**src/rtl/seq_pkg.sv**
```systemverilog
// Shared definitions for the serial sequence path, reused by the serializer
// and its seq_check neighbours.
package seq_pkg;

  typedef logic [0:0] seq_state_t;

  localparam seq_state_t ST_IDLE  = 1'b0;
  localparam seq_state_t ST_SHIFT = 1'b1;

  // Idle line level: high so a downstream zero-run detector sees no zeros.
  localparam logic IDLE_BIT_DEFAULT = 1'b1;

endpackage

```
**src/rtl/seq_div_cnt.sv**
```systemverilog
// Bit-period counter. tick looks one cycle ahead: it is high at an edge after
// which the count sits on the final cycle of the bit period.
module seq_div_cnt #(
  parameter int DIV = 4
) (
  input  logic clk,
  input  logic rst,
  input  logic clr,
  input  logic en,
  output logic tick
);

  localparam int CW = $clog2(DIV) + 1;
  localparam logic [CW-1:0] LAST = CW'(DIV - 1);

  logic [CW-1:0] cnt;
  logic [CW-1:0] cnt_next;

  always_comb begin
    cnt_next = cnt;
    if (clr) begin
      cnt_next = '0;
    end else if (en) begin
      cnt_next = (cnt == LAST) ? '0 : cnt + CW'(1);
    end
  end

  assign tick = (cnt_next == LAST);

  always_ff @(posedge clk) begin
    if (rst) begin
      cnt <= '0;
    end else begin
      cnt <= cnt_next;
    end
  end

endmodule

```
**src/rtl/seq_serializer.sv**
```systemverilog
// Parallel-to-serial converter with a one-word holding register; each bit is
// held DIV cycles and consecutive words are sent without an idle gap.
module seq_serializer
  import seq_pkg::*;
#(
  parameter int   WIDTH     = 8,
  parameter int   DIV       = 4,
  parameter int   MSB_FIRST = 1,
  parameter logic IDLE_BIT  = IDLE_BIT_DEFAULT
) (
  input  logic             clk,
  input  logic             rst,
  input  logic [WIDTH-1:0] din,
  input  logic             din_valid,
  output logic             din_ready,
  output logic             out,
  output logic             out_valid,
  output logic             done
);

  localparam int IW = $clog2(WIDTH) + 1;

  seq_state_t       state;
  logic [WIDTH-1:0] hold;
  logic [WIDTH-1:0] shreg;
  logic [WIDTH-1:0] shnext;
  logic [IW-1:0]    idx;
  logic             hold_full;
  logic             last_cyc;
  logic             tick;
  logic             accept;
  logic             load;
  logic             advance;
  logic             finish;
  logic             cnt_clr;
  logic             cnt_en;

  function automatic logic first_bit(input logic [WIDTH-1:0] w);
    return (MSB_FIRST != 0) ? w[WIDTH-1] : w[0];
  endfunction

  assign accept  = din_valid && din_ready;
  assign finish  = (state == ST_SHIFT) && last_cyc && (idx == IW'(WIDTH - 1));
  assign advance = (state == ST_SHIFT) && last_cyc && !finish;
  assign load    = hold_full && ((state == ST_IDLE) || finish);
  assign cnt_clr = load || finish;
  assign cnt_en  = (state == ST_SHIFT) && !finish;
  assign shnext  = (MSB_FIRST != 0) ? {shreg[WIDTH-2:0], 1'b0}
                                    : {1'b0, shreg[WIDTH-1:1]};

  seq_div_cnt #(.DIV(DIV)) u_div_cnt (
    .clk  (clk),
    .rst  (rst),
    .clr  (cnt_clr),
    .en   (cnt_en),
    .tick (tick)
  );

  // Outputs are computed one edge ahead so out, out_valid and done are flops;
  // last_cyc marks the final cycle of the bit currently on out.
  always_ff @(posedge clk) begin
    if (rst) begin
      state     <= ST_IDLE;
      hold      <= '0;
      hold_full <= 1'b0;
      shreg     <= '0;
      idx       <= '0;
      last_cyc  <= 1'b0;
      out       <= IDLE_BIT;
      out_valid <= 1'b0;
      done      <= 1'b0;
      din_ready <= 1'b0;
    end else begin
      if (accept) begin
        hold      <= din;
        hold_full <= 1'b1;
      end else if (load) begin
        hold_full <= 1'b0;
      end
      din_ready <= ~(accept | (hold_full & ~load));
      done      <= 1'b0;

      if (load) begin
        state     <= ST_SHIFT;
        shreg     <= hold;
        idx       <= '0;
        out       <= first_bit(hold);
        out_valid <= 1'b1;
        last_cyc  <= tick;
      end else if (finish) begin
        state     <= ST_IDLE;
        out       <= IDLE_BIT;
        out_valid <= 1'b0;
        last_cyc  <= 1'b0;
      end else if (advance) begin
        shreg    <= shnext;
        idx      <= idx + IW'(1);
        out      <= first_bit(shnext);
        last_cyc <= tick;
        done     <= tick && (idx == IW'(WIDTH - 2));
      end else if (state == ST_SHIFT) begin
        last_cyc <= tick;
        done     <= tick && (idx == IW'(WIDTH - 1));
      end
    end
  end

endmodule

```
**config.mk**
```make
export PLATFORM = sky130hd
export DESIGN_NAME = seq_serializer
export DESIGN_NICKNAME = d
export VERILOG_FILES = /design/src/rtl/seq_pkg.sv /design/src/rtl/seq_div_cnt.sv /design/src/rtl/seq_serializer.sv
export SDC_FILE = /design/constraint.sdc
export NUM_CORES = 1
export LEC_CHECK = 0
export CORE_ASPECT_RATIO = 0.7
export CORE_MARGIN = 8
export CORE_UTILIZATION = 50
export DETAILED_ROUTE_END_ITERATION = 16
export PLACE_DENSITY = 0.74
export SLEW_MARGIN = 10
export SYNTH_ARGS = -nofsm -noshare
export SYNTH_HDL_FRONTEND = slang
export SYNTH_SLANG_ARGS = --single-unit
```
**constraint.sdc**
```tcl
create_clock -name clk -period 2.6 [get_ports clk]
set_clock_uncertainty 0.1 [all_clocks]
set_input_delay 0.52 -clock clk [delete_from_list [all_inputs] [get_ports clk]]
set_output_delay 0.52 -clock clk [all_outputs]
set_load 0.01 [all_outputs]
```
; After elaboration in Yosys (flattened, before gate mapping)
; Index checks and enable logic that the tools add are counted.
[word_totals]
register_bits = 28
inputBits = 11
[op_classes]
addsub = 2
eq_ne = 5
mux = 19
n_reduce_logical = 20
bitwise_logic = 6
[ops]
columns = operator, count
row1 = $mux W7, 3
row2 = $mux W1, 13
row3 = $mux W3, 3
row4 = $eq A4 B3 Y1 const B, 2
row5 = $logic_and A1 B1 Y1, 8
row6 = $eq A3 B2 Y1 const B, 2
row7 = $reduce_bool A2 Y1, 3
row8 = $add A4 B1 Y4 const B, 1
row9 = $not A1 Y1, 4
row10 = $reduce_and A2 Y1, 2
row11 = $reduce_bool A4 Y1, 1
row12 = $add A3 B1 Y3 const B, 1
row13 = $reduce_bool A3 Y1, 1
row14 = $reduce_or A3 Y1, 1
row15 = $logic_or A1 B1 Y1, 2
row16 = $ne A2 B2 Y1 const B, 1
row17 = $reduce_or A2 Y1, 1
row18 = $and A1 B1 Y1, 1
row19 = $logic_not A1 Y1, 1
row20 = $or A1 B1 Y1, 1

; Depth between registers and ports, before layout
[logic_depth]
word_depth = 11
mapped_depth = 6
ltp_nobuf = 5

; Cells and area by module
; From an unflattened synthesis, not the netlist that was laid out.
[unflattened]
cells_unflattened = 161
area_unflattened_um2 = 1347.5
[modules_own_cells]
columns = mod, seq_area_each_um2, cells_per_inst, instances, area_each_um2
row1 = seq_serializer, 500.5, 142, 1, 1172.4
row2 = seq_div_cnt, 60.1, 19, 1, 175.2

; Worst setup path after synthesis
; No wires, ideal clock.
[synth_timing]
path_kind = register to register
start = register idx[0]
end = register idx[3]
arrival_time_ps = 1654
path_slack_ps = 767
stages_incl_launch_ff = 7
cell_sequence = dfxtp_1 > ha_1 > buf_4 > and3b_1 > buf_6 > or4_1 > a211oi_2
[synth_between]
elab_chain_len = 5
elab_cells_between_ends = 10
cone_classes = add/sub: 1 / eq/ne: 1 / bitwise: 1 / reduce/logical: 7
[synth_rtl]
columns = element, line
row1 = from (decl), seq_serializer.sv:27  ; logic [IW-1:0] idx;
row2 = from (signal assigned), seq_serializer.sv:97  ; idx <= idx + IW'(1);
row3 = $eq A4 B3 Y1, seq_serializer.sv:43  ; assign finish = (state == ST_SHIFT) && last_cyc && (idx == IW'(WIDTH - 1));
row4 = $logic_and A1 B1 Y1, seq_serializer.sv:43
row5 = $logic_not A1 Y1 / $logic_or A1 B1 Y1 (equally long branches), "seq_serializer.sv:44, seq_serializer.sv:45"
row6 = "$logic_and A1 B1 Y1, on equally long branches", "seq_serializer.sv:44, seq_serializer.sv:45"
row7 = $reduce_and A2 Y1 (no line) / $reduce_or A2 Y1 (equally long branches), n/a
; Parallel ways exist; a longest one is shown, timed or not.
; A chain may end at the register's enable or synchronous reset.

; Worst setup path in the final report
[layout_timing]
start = register idx[1]
end = register shreg[0]
[layout_between]
elab_chain_len = 6
elab_cells_between_ends = 10
cone_classes = eq/ne: 2 / mux: 1 / reduce/logical: 7
[layout_rtl]
columns = element, line
row1 = $eq A4 B3 Y1 *, seq_serializer.sv:43
row2 = $logic_and A1 B1 Y1 *, seq_serializer.sv:43
row3 = $logic_or A1 B1 Y1 / $logic_not A1 Y1 (equally long branches), "seq_serializer.sv:45, seq_serializer.sv:44"
row4 = "$logic_and A1 B1 Y1, on equally long branches", "seq_serializer.sv:45, seq_serializer.sv:44"
row5 = $ne A2 B2 Y1 (no line) / $reduce_bool A2 Y1 (equally long branches), n/a
row6 = $reduce_and A2 Y1 (no line), n/a
row7 = to (signal assigned), seq_serializer.sv:85  ; shreg <= hold;
row8 = to (signal assigned), seq_serializer.sv:96  ; shreg <= shnext;
row9 = to (decl), seq_serializer.sv:25  ; logic [WIDTH-1:0] shreg;
; Mark *: on every way between the ends. The rest lies on a longest branch, timed or not.

==> impl_metrics.env <==
export IMPL_antenna_found_initial=0
export IMPL_crit_arrival_ns=2.14
export IMPL_dr_pass1_iters=4
export IMPL_die_area_mm2=0.004632
export IMPL_async_reset_ff_share_pct=0
export IMPL_stdcell_area_mm2=0.001540
export IMPL_ys_ff_latch=28
export IMPL_viasPerCell=6.070
export IMPL_fin_crit_ns=2.036
export IMPL_pre_cts_slack_ns=0.6008
export IMPL_path_class="reg2reg"
export IMPL_grt_pass1_vias=1086
export IMPL_cts_root_buffer_cell="clkbuf_8"
export IMPL_min_path_type="reg2reg"
export IMPL_grt_usage_pct=13.97
export IMPL_p_comb_share_pct=9.4
export IMPL_post_route_period_util_pct=78.32
export IMPL_portBuffers=14
export IMPL_wire_per_inst_um=15.98
export IMPL_place_area_mm2=0.001485
export IMPL_yosysTopAreaCellShare_pct=41.67
export IMPL_end_kind="register"
export IMPL_fin_ws_ns=0.5638
export IMPL_synth_top_area_cell="dfxtp_1"
export IMPL_synth_edff_count=0
export IMPL_ys_types=42
export IMPL_grt_max_degree=17
export IMPL_cap_violations=0
export IMPL_worst_pin_slew_ns=0.6627
export IMPL_pwr_share_seq_pct=57.1
export IMPL_power_density_mw_per_mm2=517.0
export IMPL_rows=15
export IMPL_dp_cells=195
export IMPL_htree_levels=1
export IMPL_synth_ff_type="dfxtp_1"
export IMPL_worstPathMaxFanout=10
export IMPL_maxSlewViolCount=0
export IMPL_place_hpwl_mm=2.312
export IMPL_syn_area_mm2=0.001345
export IMPL_required_ns=2.71
export IMPL_clk_latency_ns=0.27
export IMPL_finalPower_uw=796.4
export IMPL_globalplace_congestion=0.8442
export IMPL_cts_buffer_depth=2
export IMPL_syn_nets=171
export IMPL_cts_resized=0
export IMPL_avgSynthCellArea_um2=8.567
export IMPL_numCtsBuffers=3
export IMPL_grt_pass1_wl_mm=5.278
export IMPL_p_switching_uw=181.5
export IMPL_syn_to_final_growth_pct=14.51
export IMPL_die_w_um=77.99
export IMPL_start_kind="register"
export IMPL_initial_core_util_pct=53.48
export IMPL_drive_above_1_share_pct=6.667
export IMPL_antenna_cells=0
export IMPL_io_pins=15
export IMPL_die_y_um=59.40
export IMPL_route_vias_total=1208
export IMPL_synthTopCellsByArea="dfxtp_1, nand2_1, a21oi_1"
export IMPL_ys_seq_area_share_pct=41.67
export IMPL_yosysWarnings=0
export IMPL_setup_viol=0
export IMPL_max_slew_margin_pct=55.35
export IMPL_p_int_uw=614.9
export IMPL_routed_wl_mm=3.180
export IMPL_path_clk_slew_ns=0.09
export IMPL_setup_tns_ns=0
export IMPL_drt_initial_drc_count=138
export IMPL_status="finished clean"
export IMPL_fmax_mhz=491.1
export IMPL_cts_setup_buffers=0
export IMPL_netlist_instances=157
export IMPL_route_detailed_drc=0
export IMPL_fin_nets=180
export IMPL_switching_share_pct=22.79
export IMPL_hold_viol_final=0
export IMPL_power_leakage_uw=0.0005315
export IMPL_postCtsHoldBufs=0
export IMPL_core_area_mm2=0.002515
export IMPL_overflow=0
export IMPL_fin_cells=199
export IMPL_cts_sinks=28
export IMPL_clkPwrFrac_pct=33.5
export IMPL_rsz0062_at_grt="no"
export IMPL_postRouteAntennaNets=0
export IMPL_irDropWorstVdd_uv=282.8
export IMPL_cts_tree="built"
## per-layer routing
metal	vias to the layer above	share of wire (%)	track usage [%]
met5	-	0	0
li1	595	-	-
met1	560	47	18.97
met3	4	7.3	3.788
met2	49	45	21.23
met4	0	0.85	3.412
## power by group through the flow
| stage | clock network [uW] | logic [uW] | registers (uW) |
|---|---|---|---|
| 6_report | 267 | 75.0 | 455 |
| 5_1_grt | 288 | 81.5 | 456 |
| 4_1_cts | 274 | 74.1 | 454 |
| 3_5_place_dp | 0 | 73.5 | 464 |
| 3_3_place_gp | 0 | 72.4 | 464 |
| 2_1_floorplan | 0 | 43.4 | 461 |
## metrics by stage
| step | utilization (%) | hold slack (ns) |
|---|---|---|
| 2_1_floorplan | - | 0.3366 |
| 3_3_place_gp | 59.05 | 0.3508 |
| 3_5_place_dp | 59.05 | 0.3560 |
| 4_1_cts | 61.24 | 0.3692 |
| 5_1_grt | 61.24 | 0.3964 |
| 6_report | 61.24 | 0.3685 |
## cell usage after synthesis, types with 2 or more instances
master	count
a21oi_1	14
and3b_1	2
clkbuf_1	7
inv_1	8
nand3_1	10
a2111oi_0	2
o211ai_1	4
dfxtp_1	28
ha_1	3
and2_1	2
nor2_1	3
nand4_1	2
a311oi_1	5
nor2b_1	3
a211oi_1	6
a31oi_1	3
o21ai_0	8
buf_2	4
nand2_1	20
## registers in the layout, summed over array words and instances (netlist names)
register and count:
hold 8, shreg 7, idx 4, u_div_cnt.cnt 3, din_ready 1, done 1, hold_full 1, last_cyc 1
out 1, state 1
## cell families after synthesis
logic type	after synthesis	share of synthesized area [%]
xor+xnor	1	0.6513
mux	1	0.7442
simple gates	53	21.77
compound gates	50	25.30
flops	28	41.67
buf+inv	21	7.070
fa+ha+maj	3	2.791
## cell usage in the layout, fill, tap and decap left out, types with 2 or more instances in the layout
cell type / netlist / final
o21ai_0: 8 / 8
ha_1: 3 / 3
a311oi_1: 5 / 5
buf_4: 1 / 3
nand3_1: 10 / 10
a31oi_1: 3 / 3
inv_1: 8 / 8
and2_1: 2 / 2
nand2_1: 20 / 20
clkbuf_8: 0 / 4
clkdlybuf4s50_1: 0 / 14
nor2_1: 3 / 3
o211ai_1: 4 / 4
nand4_1: 2 / 2
dfxtp_1: 28 / 28
nor2b_1: 3 / 3
a2111oi_0: 2 / 2
a21oi_1: 14 / 14
and3b_1: 2 / 2
a211oi_1: 6 / 6
## worst max-delay path, stage by stage (launching register included)
cell and delay (ns):
dfxtp_1 0.41, ha_1 0.34, nand4b_2 0.30, a21oi_1 0.58, mux2i_1 0.25
## final timing paths
| kind | start | end | slack (ns) | cells past startpoint |
|---|---|---|---|---|
| worst min register to register | hold[1]$_SDFFE_PP0P_ | hold[1]$_SDFFE_PP0P_ | 0.37 | 2 |
| worst min-delay path | hold[1]$_SDFFE_PP0P_ | hold[1]$_SDFFE_PP0P_ | 0.37 | 2 |
| worst max register to register | idx[1]$_SDFFE_PP0P_ | shreg[0]$_SDFFE_PP0P_ | 0.56 | 4 |
| worst max-delay path | idx[1]$_SDFFE_PP0P_ | shreg[0]$_SDFFE_PP0P_ | 0.56 | 4 |
## final cells by class
class	instances	area, um^2
clock buffer	4	55.05
fill	226	974.7
inverter	8	30.03
multi-input combinational	108	689.4
sequential	28	560.5
tap	34	42.54
timing repair buffer	17	162.7
(Power assumes the default switching activity.)
